**config.mk**
```make
export PLATFORM = sky130hd
export DESIGN_NAME = alu_pipe_flat
export DESIGN_NICKNAME = d
export VERILOG_FILES = /design/src/rtl/alu_pkg.sv /design/src/rtl/alu_pipe_if.sv /design/src/rtl/alu_core.sv /design/src/rtl/alu_pipe.sv /design/src/flat_wrapper.sv
export SDC_FILE = /design/constraint.sdc
export NUM_CORES = 1
export LEC_CHECK = 0
export CAP_MARGIN = 20
export CORE_UTILIZATION = 59
export CTS_CLUSTER_SIZE = 30
export DETAILED_ROUTE_END_ITERATION = 12
export PLACE_DENSITY_LB_ADDON = 0.15
export SKIP_LAST_GASP = 1
export SYNTH_ARGS = -nofsm -noshare
export SYNTH_HDL_FRONTEND = slang
export SYNTH_SLANG_ARGS = --single-unit
```
**constraint.sdc**
```tcl
create_clock -name i_clk -period 5.55 [get_ports i_clk]
set_clock_uncertainty 0.05 [all_clocks]
set_input_delay 0.555 -clock i_clk [delete_from_list [all_inputs] [get_ports i_clk]]
set_output_delay 0.555 -clock i_clk [all_outputs]
set_load 0.02 [all_outputs]
```
**src/rtl/alu_pkg.sv**
```systemverilog
// rtl/alu_pkg.sv - opcodes, FSM states and flag-vector indices shared by the ALU pipeline
package alu_pkg;

  localparam int OPW = 6;

  localparam logic [OPW-1:0] OP_ADD  = 6'b100000;
  localparam logic [OPW-1:0] OP_SUB  = 6'b100010;
  localparam logic [OPW-1:0] OP_AND  = 6'b100100;
  localparam logic [OPW-1:0] OP_OR   = 6'b100101;
  localparam logic [OPW-1:0] OP_XOR  = 6'b100110;
  localparam logic [OPW-1:0] OP_NOR  = 6'b100111;
  localparam logic [OPW-1:0] OP_SLL  = 6'b000000;
  localparam logic [OPW-1:0] OP_SRL  = 6'b000010;
  localparam logic [OPW-1:0] OP_SRA  = 6'b000011;
  localparam logic [OPW-1:0] OP_SLT  = 6'b101010;
  localparam logic [OPW-1:0] OP_SLTU = 6'b101011;
  localparam logic [OPW-1:0] OP_MUL  = 6'b011000;

  typedef enum logic {
    ST_IDLE = 1'b0,
    ST_MUL  = 1'b1
  } state_t;

  localparam int FLAG_NEG   = 0;
  localparam int FLAG_ZERO  = 1;
  localparam int FLAG_CARRY = 2;
  localparam int FLAG_OVF   = 3;
  localparam int FLAG_ILL   = 4;
  localparam int NUM_FLAGS  = 5;

endpackage

```
**src/rtl/alu_pipe_if.sv**
```systemverilog
// rtl/alu_pipe_if.sv - operand/opcode input handshake and result/flag output handshake of alu_pipe
interface alu_pipe_if #(
  parameter int DATA_WIDTH = 8,
  parameter int OP_WIDTH   = 6
);
  logic                  i_valid;
  logic                  o_ready;
  logic [DATA_WIDTH-1:0] i_a;
  logic [DATA_WIDTH-1:0] i_b;
  logic [OP_WIDTH-1:0]   i_op;
  logic                  o_valid;
  logic                  i_ready;
  logic [DATA_WIDTH-1:0] o_result;
  logic                  o_negative;
  logic                  o_zero;
  logic                  o_carry;
  logic                  o_overflow;
  logic                  o_illegal;

  modport slave (
    input  i_valid, i_a, i_b, i_op, i_ready,
    output o_ready, o_valid, o_result, o_negative, o_zero, o_carry, o_overflow, o_illegal
  );

  modport master (
    output i_valid, i_a, i_b, i_op, i_ready,
    input  o_ready, o_valid, o_result, o_negative, o_zero, o_carry, o_overflow, o_illegal
  );
endinterface

```
**src/rtl/alu_core.sv**
```systemverilog
// rtl/alu_core.sv - combinational result and flags for every single-cycle opcode
module alu_core
  import alu_pkg::*;
#(
  parameter int DATA_WIDTH = 8,
  parameter int OP_WIDTH   = 6
) (
  input  logic [DATA_WIDTH-1:0] a,
  input  logic [DATA_WIDTH-1:0] b,
  input  logic [OP_WIDTH-1:0]   op,
  output logic [DATA_WIDTH-1:0] result,
  output logic [NUM_FLAGS-1:0]  flags
);
  localparam int SHW = $clog2(DATA_WIDTH);
  localparam int MSB = DATA_WIDTH - 1;

  logic [SHW-1:0]      shamt;
  logic [DATA_WIDTH:0] sum;
  logic [DATA_WIDTH:0] diff;
  logic                carry;
  logic                ovf;
  logic                illegal;

  assign shamt = b[SHW-1:0];
  assign sum   = {1'b0, a} + {1'b0, b};
  assign diff  = {1'b0, a} - {1'b0, b};

  always_comb begin
    result  = '0;
    carry   = 1'b0;
    ovf     = 1'b0;
    illegal = 1'b0;
    flags   = '0;
    case (op)
      OP_ADD: begin
        result = sum[MSB:0];
        carry  = sum[DATA_WIDTH];
        ovf    = (a[MSB] == b[MSB]) && (sum[MSB] != a[MSB]);
      end
      OP_SUB: begin
        // Top bit of the widened difference is the borrow.
        result = diff[MSB:0];
        carry  = ~diff[DATA_WIDTH];
        ovf    = (a[MSB] != b[MSB]) && (diff[MSB] != a[MSB]);
      end
      OP_AND:  result = a & b;
      OP_OR:   result = a | b;
      OP_XOR:  result = a ^ b;
      OP_NOR:  result = ~(a | b);
      OP_SLL:  result = a << shamt;
      OP_SRL:  result = a >> shamt;
      OP_SRA:  result = $unsigned($signed(a) >>> shamt);
      OP_SLT:  result = {{(DATA_WIDTH-1){1'b0}}, ($signed(a) < $signed(b))};
      OP_SLTU: result = {{(DATA_WIDTH-1){1'b0}}, (a < b)};
      default: illegal = 1'b1;
    endcase
    flags[FLAG_NEG]   = result[MSB];
    flags[FLAG_ZERO]  = (result == '0);
    flags[FLAG_CARRY] = carry;
    flags[FLAG_OVF]   = ovf;
    flags[FLAG_ILL]   = illegal;
  end

endmodule

```
**src/rtl/alu_pipe.sv**
```systemverilog
// rtl/alu_pipe.sv - registered valid/ready ALU; ALU_PIPE_MUL_EN adds an iterative shift-add multiplier
module alu_pipe
  import alu_pkg::*;
#(
  parameter int DATA_WIDTH = 8,
  parameter int OP_WIDTH   = 6
) (
  input  logic      i_clk,
  input  logic      i_reset,
  alu_pipe_if.slave bus
);
  state_t                state_q;
  state_t                state_d;
  logic                  valid_q;
  logic [DATA_WIDTH-1:0] res_q;
  logic [NUM_FLAGS-1:0]  flags_q;
  logic [DATA_WIDTH-1:0] core_result;
  logic [NUM_FLAGS-1:0]  core_flags;
  logic [DATA_WIDTH-1:0] mul_result;
  logic [NUM_FLAGS-1:0]  mul_flags;
  logic                  out_free;
  logic                  ready;
  logic                  accept;
  logic                  is_mul;
  logic                  load_mul;

  alu_core #(
    .DATA_WIDTH(DATA_WIDTH),
    .OP_WIDTH  (OP_WIDTH)
  ) u_core (
    .a     (bus.i_a),
    .b     (bus.i_b),
    .op    (bus.i_op),
    .result(core_result),
    .flags (core_flags)
  );

  // The output register frees up in the same cycle it drains, so a new op can land on top.
  assign out_free = !valid_q || bus.i_ready;
  assign ready    = (state_q == ST_IDLE) && out_free;
  assign accept   = bus.i_valid && ready;

`ifdef ALU_PIPE_MUL_EN
  localparam int CW = $clog2(DATA_WIDTH) + 1;
  localparam int PW = 2 * DATA_WIDTH;

  logic [PW-1:0]         mcand_q;
  logic [PW-1:0]         prod_q;
  logic [PW-1:0]         prod_step;
  logic [PW-1:0]         prod_final;
  logic [DATA_WIDTH-1:0] mplier_q;
  logic [CW-1:0]         cnt_q;
  logic                  mul_done;
  logic                  mul_last;

  assign is_mul     = (bus.i_op == OP_MUL);
  assign mul_done   = (cnt_q == CW'(DATA_WIDTH));
  assign mul_last   = mul_done || (cnt_q == CW'(DATA_WIDTH - 1));
  assign prod_step  = prod_q + (mplier_q[0] ? mcand_q : '0);
  // The last partial product goes straight to the output register when it is free;
  // otherwise it is parked in prod_q and the counter stays at done.
  assign prod_final = mul_done ? prod_q : prod_step;
  assign load_mul   = (state_q == ST_MUL) && mul_last && out_free;

  always_ff @(posedge i_clk) begin
    if (accept && is_mul) begin
      mcand_q  <= {{DATA_WIDTH{1'b0}}, bus.i_a};
      mplier_q <= bus.i_b;
      prod_q   <= '0;
      cnt_q    <= '0;
    end else if ((state_q == ST_MUL) && !mul_done) begin
      prod_q   <= prod_step;
      mcand_q  <= mcand_q << 1;
      mplier_q <= mplier_q >> 1;
      cnt_q    <= cnt_q + CW'(1);
    end
  end

  always_comb begin
    mul_flags             = '0;
    mul_result            = prod_final[DATA_WIDTH-1:0];
    mul_flags[FLAG_NEG]   = prod_final[DATA_WIDTH-1];
    mul_flags[FLAG_ZERO]  = (prod_final[DATA_WIDTH-1:0] == '0);
    mul_flags[FLAG_CARRY] = |prod_final[PW-1:DATA_WIDTH];
  end
`else
  assign is_mul     = 1'b0;
  assign load_mul   = 1'b0;
  assign mul_result = '0;
  assign mul_flags  = '0;
`endif

  always_ff @(posedge i_clk) begin
    if (i_reset) begin
      state_q <= ST_IDLE;
    end else begin
      state_q <= state_d;
    end
  end

  always_comb begin
    state_d = state_q;
    case (state_q)
      ST_IDLE: if (accept && is_mul) state_d = ST_MUL;
      ST_MUL:  if (load_mul) state_d = ST_IDLE;
      default: state_d = ST_IDLE;
    endcase
  end

  always_ff @(posedge i_clk) begin
    if (i_reset) begin
      valid_q <= 1'b0;
      res_q   <= '0;
      flags_q <= '0;
    end else if (accept && !is_mul) begin
      valid_q <= 1'b1;
      res_q   <= core_result;
      flags_q <= core_flags;
    end else if (load_mul) begin
      valid_q <= 1'b1;
      res_q   <= mul_result;
      flags_q <= mul_flags;
    end else if (valid_q && bus.i_ready) begin
      valid_q <= 1'b0;
    end
  end

  assign bus.o_ready    = ready;
  assign bus.o_valid    = valid_q;
  assign bus.o_result   = res_q;
  assign bus.o_negative = flags_q[FLAG_NEG];
  assign bus.o_zero     = flags_q[FLAG_ZERO];
  assign bus.o_carry    = flags_q[FLAG_CARRY];
  assign bus.o_overflow = flags_q[FLAG_OVF];
  assign bus.o_illegal  = flags_q[FLAG_ILL];

endmodule

```
**src/flat_wrapper.sv**
```systemverilog
// flat-port wrapper written by rule: the top's interface ports become plain ports
module alu_pipe_flat import alu_pkg::*;
#(
  parameter int DATA_WIDTH = 8,
  parameter int OP_WIDTH   = 6
)
  (i_clk, i_reset, bus_i_valid, bus_i_a, bus_i_b, bus_i_op, bus_i_ready, bus_o_ready, bus_o_valid, bus_o_result, bus_o_negative, bus_o_zero, bus_o_carry, bus_o_overflow, bus_o_illegal);
  alu_pipe_if #(.DATA_WIDTH(DATA_WIDTH), .OP_WIDTH(OP_WIDTH)) bus_i ();
  input  logic i_clk;
  input  logic i_reset;
  input wire logic [$bits(bus_i.i_valid)-1:0] bus_i_valid;
  input wire logic [$bits(bus_i.i_a)-1:0] bus_i_a;
  input wire logic [$bits(bus_i.i_b)-1:0] bus_i_b;
  input wire logic [$bits(bus_i.i_op)-1:0] bus_i_op;
  input wire logic [$bits(bus_i.i_ready)-1:0] bus_i_ready;
  output wire logic [$bits(bus_i.o_ready)-1:0] bus_o_ready;
  output wire logic [$bits(bus_i.o_valid)-1:0] bus_o_valid;
  output wire logic [$bits(bus_i.o_result)-1:0] bus_o_result;
  output wire logic [$bits(bus_i.o_negative)-1:0] bus_o_negative;
  output wire logic [$bits(bus_i.o_zero)-1:0] bus_o_zero;
  output wire logic [$bits(bus_i.o_carry)-1:0] bus_o_carry;
  output wire logic [$bits(bus_i.o_overflow)-1:0] bus_o_overflow;
  output wire logic [$bits(bus_i.o_illegal)-1:0] bus_o_illegal;
  assign bus_i.i_valid = bus_i_valid;
  assign bus_i.i_a = bus_i_a;
  assign bus_i.i_b = bus_i_b;
  assign bus_i.i_op = bus_i_op;
  assign bus_i.i_ready = bus_i_ready;
  assign bus_o_ready = bus_i.o_ready;
  assign bus_o_valid = bus_i.o_valid;
  assign bus_o_result = bus_i.o_result;
  assign bus_o_negative = bus_i.o_negative;
  assign bus_o_zero = bus_i.o_zero;
  assign bus_o_carry = bus_i.o_carry;
  assign bus_o_overflow = bus_i.o_overflow;
  assign bus_o_illegal = bus_i.o_illegal;
  alu_pipe #(.DATA_WIDTH(DATA_WIDTH), .OP_WIDTH(OP_WIDTH)) u_core (.i_clk(i_clk), .i_reset(i_reset), .bus(bus_i));
endmodule
```
==> results.md <==
* Status: finished, final reports clean
* FFs w/ async S/R, synth at 0
* Reg power frac at 0.256
* # port buffers at 40
* Root Driver: clkbuf_8
* CTS Sinks at 13
* GRT Residual Overflow at 0
* Multi-input gate area at about 1900 µm²
* CTS HTree Levels at 1
* Area grow syn2layout at 17.82%
* Fillers at around 310
* Hold path startpoint: u_core.bus.o_result[3]$_SDFFE_PP0P_
* Avg Vias per Cell at 6.638
* Die ar. at 4341 µm²
* Vias in the first global route at about 2200
* R2R cell count at 6
* Comb power frac at 0.535
* Via count at about 2600
* Layout cells sized above 1 at 0.05263
* Synth Area in XOR/XNOR at 0.05091
* Placer Congestion at 1.016
* Core Area at about 3800 µm²
* Critical Path AT at 3900 ps
* Ant. Diodes at 0
* Most frequent CP cell: o311a_1
* Hold depth at 2
* Ports at 41
* CP cell instances: clkdlybuf4s50_1, ha_1, inv_1, fa_1, nor2b_1, o311a_1, o311a_1, or2_0, o211ai_1, nor4_1, a41o_1
* Post-cts resize count at 0
* Post-CTS Setup Bufs at 0
* Worst vdd ir at 0.00006886 V
* Worst Max-Slew Pin Slew at 849.1 ps
* Max clock buf depth at 2
* CP bufs+invs at 2
* Nets@finish at approximately 400
* Crit path launch type: input port
* First drt pass iteration count at 5
* Clock transition at path regs at ~50 ps
* Setup-failing EPs final at 0
* Worst path max stage delay at 980 ps
* Largest net degree at the start of global routing at 46
* Yosys reg bits at 13
* CP required at 5630 ps
* DRC viols at 0
* Power Dens Cells at between 100 and 150 nW/µm²
* Hold EP: u_core.bus.o_result[3]$_SDFFE_PP0P_
* Average size of a mapped cell at 7.598 µm²
* Max Cap Viol at 0
* Detailed placement HPWL at slightly above 5 mm
* Wirelength per Cell at 17.52 µm
* CTS tree: yes
* Starting Density at 0.6341
* GR Util All Layers at 0.3313
* Synth Area in Adders at 0.1517
* Reg2Reg Setup Slack at 3890 ps
* First-pass GRT wire length at about 11 mm
* Crit Path Max Fanout at 20
* CP max stage cell: clkdlybuf4s50_1
* P_int at 0.0002425 W
* Routed WL at 6.831 mm
* Die Y at ~66 µm
* Worst r2r src: u_core.bus.o_valid$_SDFFE_PP0P_
* Initial antenna violation count at 0
* Final Hold Fails at 0
* Crit path kind: in -> reg
* Sw frac at 0.3858
* Clk network pwr share at 0.208
* RR Endpoint: u_core.flags_q[1]$_SDFFE_PP0P_
* Synth Area in Simple Gates at 0.2016
* HP Class: reg -> reg
* Antenna Nets Post-Route at 0
* Top FF cell, synth: dfxtp_1
* Chip Width at 65.89 µm
* Max Freq at roughly 260 MHz
* Syn Nets at ~370
* Setup TNS at 0 ps
* Final slew viol count at 0
* Cts bufs inserted at 3
* Multiplexer share of the synthesized area at 0.1210
* Slew HR at 0.4287
* Critical path's top delay family: compound AO/OA/AOI/OAI gates
* Lkg Pwr at 1.199 nW
* RSZ-0062 raised after global routing: no
* Row count at 22
* Post-synth cell types at 60
* Clock Latency Late Sink at 240 ps
* CP endpoint kind: flip-flop
* Largest family of logic cells by synthesized area: compound AO/OA/AOI/OAI gates
* Syn. warnings at 0
* Synthesized instance count at 317
* Reg area at between 200 and 300 µm²
* Post-CTS Hold Buffers at 0
* Sw Pwr at approximately 0.00015 W
* Seq/Total Area, Yosys at 0.1081
* 1st-iter DRT viols at 287
* Synth Area in Compound Gates at 0.2821
* Syn Std Cell Area at 2409 µm²
* Ratio of final minimum period to clock period at 0.6877
* EDFF count, synth at 0
* Tot Pwr at 0.0003949 W
* Fin crit period at 3817 ps
layout make-up:
cell class	instances	area share
Inverter	26	0.03439
Clock buffer	4	0.01587
Tap cell	48	0.02116
Sequential cell	13	0.09171
Timing Repair Buffer	44	0.1517
Multi-Input combinational cell	255	0.6852
Yosys cell counts (all sizes together), types with 3 or more instances:
cell type | count | area, µm²
inv | 26 | 97.59
nand2b | 8 | 50.05
nand3 | 9 | 45.04
a21o | 3 | 22.52
or2 | 3 | 18.77
nand2 | 26 | 97.59
a21oi | 21 | 105.1
xor2 | 3 | 26.28
o21ai | 22 | 110.1
nor2 | 18 | 67.56
mux2i | 7 | 70.07
nor2b | 10 | 62.56
buf | 12 | 65.06
o211ai | 7 | 52.55
and3 | 4 | 25.02
mux4 | 7 | 172.7
mux2 | 4 | 48.79
dfxtp | 13 | 260.3
clkbuf | 11 | 41.29
nor3 | 8 | 40.04
o311a | 4 | 40.04
xnor2 | 11 | 96.34
o311ai | 3 | 26.28
a221oi | 6 | 52.55
nor4 | 3 | 18.77
a211oi | 7 | 52.55
ha | 26 | 325.3
worst max-delay path by stage:
stage,startpoint,end,slack (ps),cells after the start
detailed placement,bus_i_b[0],u_core.flags_q[1]$_SDFFE_PP0P_,1560,11
CTS,bus_i_b[0],u_core.flags_q[1]$_SDFFE_PP0P_,1800,11
floorplan,bus_i_b[1],u_core.flags_q[1]$_SDFFE_PP0P_,2620,10
finish,bus_i_b[0],u_core.flags_q[1]$_SDFFE_PP0P_,1730,11
global route,bus_i_b[0],u_core.flags_q[1]$_SDFFE_PP0P_,1620,11
global placement,bus_i_b[0],u_core.flags_q[1]$_SDFFE_PP0P_,1630,11
stage by stage:
| stage | cell area, µm² | util | instances | setup WS [ps] | hold WS [ps] |
|---|---|---|---|---|---|
| finish | 2838 | 0.7470 | 390 | 1733 | 401.7 |
| CTS | 2838 | 0.7470 | 390 | 1804 | 403.2 |
| global route | 2838 | 0.7470 | 390 | 1616 | 424.9 |
| floorplan | 2409 | - | 317 | 2624 | 480.2 |
| detailed placement | 2793 | 0.7352 | 386 | 1556 | 395.7 |
| global placement | 2793 | 0.7352 | 386 | 1630 | 392.3 |
flip-flops by register name, indices dropped and copies added, names as in the netlist:
signal,count
u_core.bus.o_result,7
u_core.flags_q,5
u_core.bus.o_valid,1
metal layers:
metal | GRT usage | share of wire | vias to the layer above
li1 | - | - | 1224
met1 | 0.4749 | 0.45 | 1204
met2 | 0.5064 | 0.45 | 145
met3 | 0.03103 | 0.073 | 16
met4 | 0.1223 | 0.023 | 0
met5 | 0 | 0 | -
cells by family after synthesis:
group	after synthesis
compound gates	98
simple gates	97
buf+inv	49
fa+ha+maj	28
mux	18
xor+xnor	14
flops	13
cell usage in the layout (no fill, tap or decap), drive strengths merged, types with 3 or more instances in the layout:
cell / instances
clkdlybuf4s50: 40
inv: 26
nand2: 26
ha: 26
o21ai: 22
a21oi: 21
nor2: 18
dfxtp: 13
xnor2: 11
nor2b: 10
nand3: 9
nand2b: 8
nor3: 8
mux2i: 7
o211ai: 7
a211oi: 7
mux4: 7
a221oi: 6
and3: 4
o311a: 4
buf: 4
mux2: 4
clkbuf: 4
nor4: 3
a21o: 3
xor2: 3
o311ai: 3
or2: 3
power groups by stage:
stage	Clock (W)	Combinational (W)	Sequential (W)
6_report	0.0000823	0.000211	0.000101
5_1_grt	0.0000893	0.000229	0.000102
4_1_cts	0.0000837	0.000207	0.000101
3_5_place_dp	0	0.000206	0.000103
3_3_place_gp	0	0.000202	0.000103
2_1_floorplan	0	0.000132	0.000109
tightest hold or removal path, stage by stage (launching register included):
cell and delay [ps]:
dfxtp_1 300, nand2_1 50, a21oi_1 50
(Power assumes the default switching activity.)
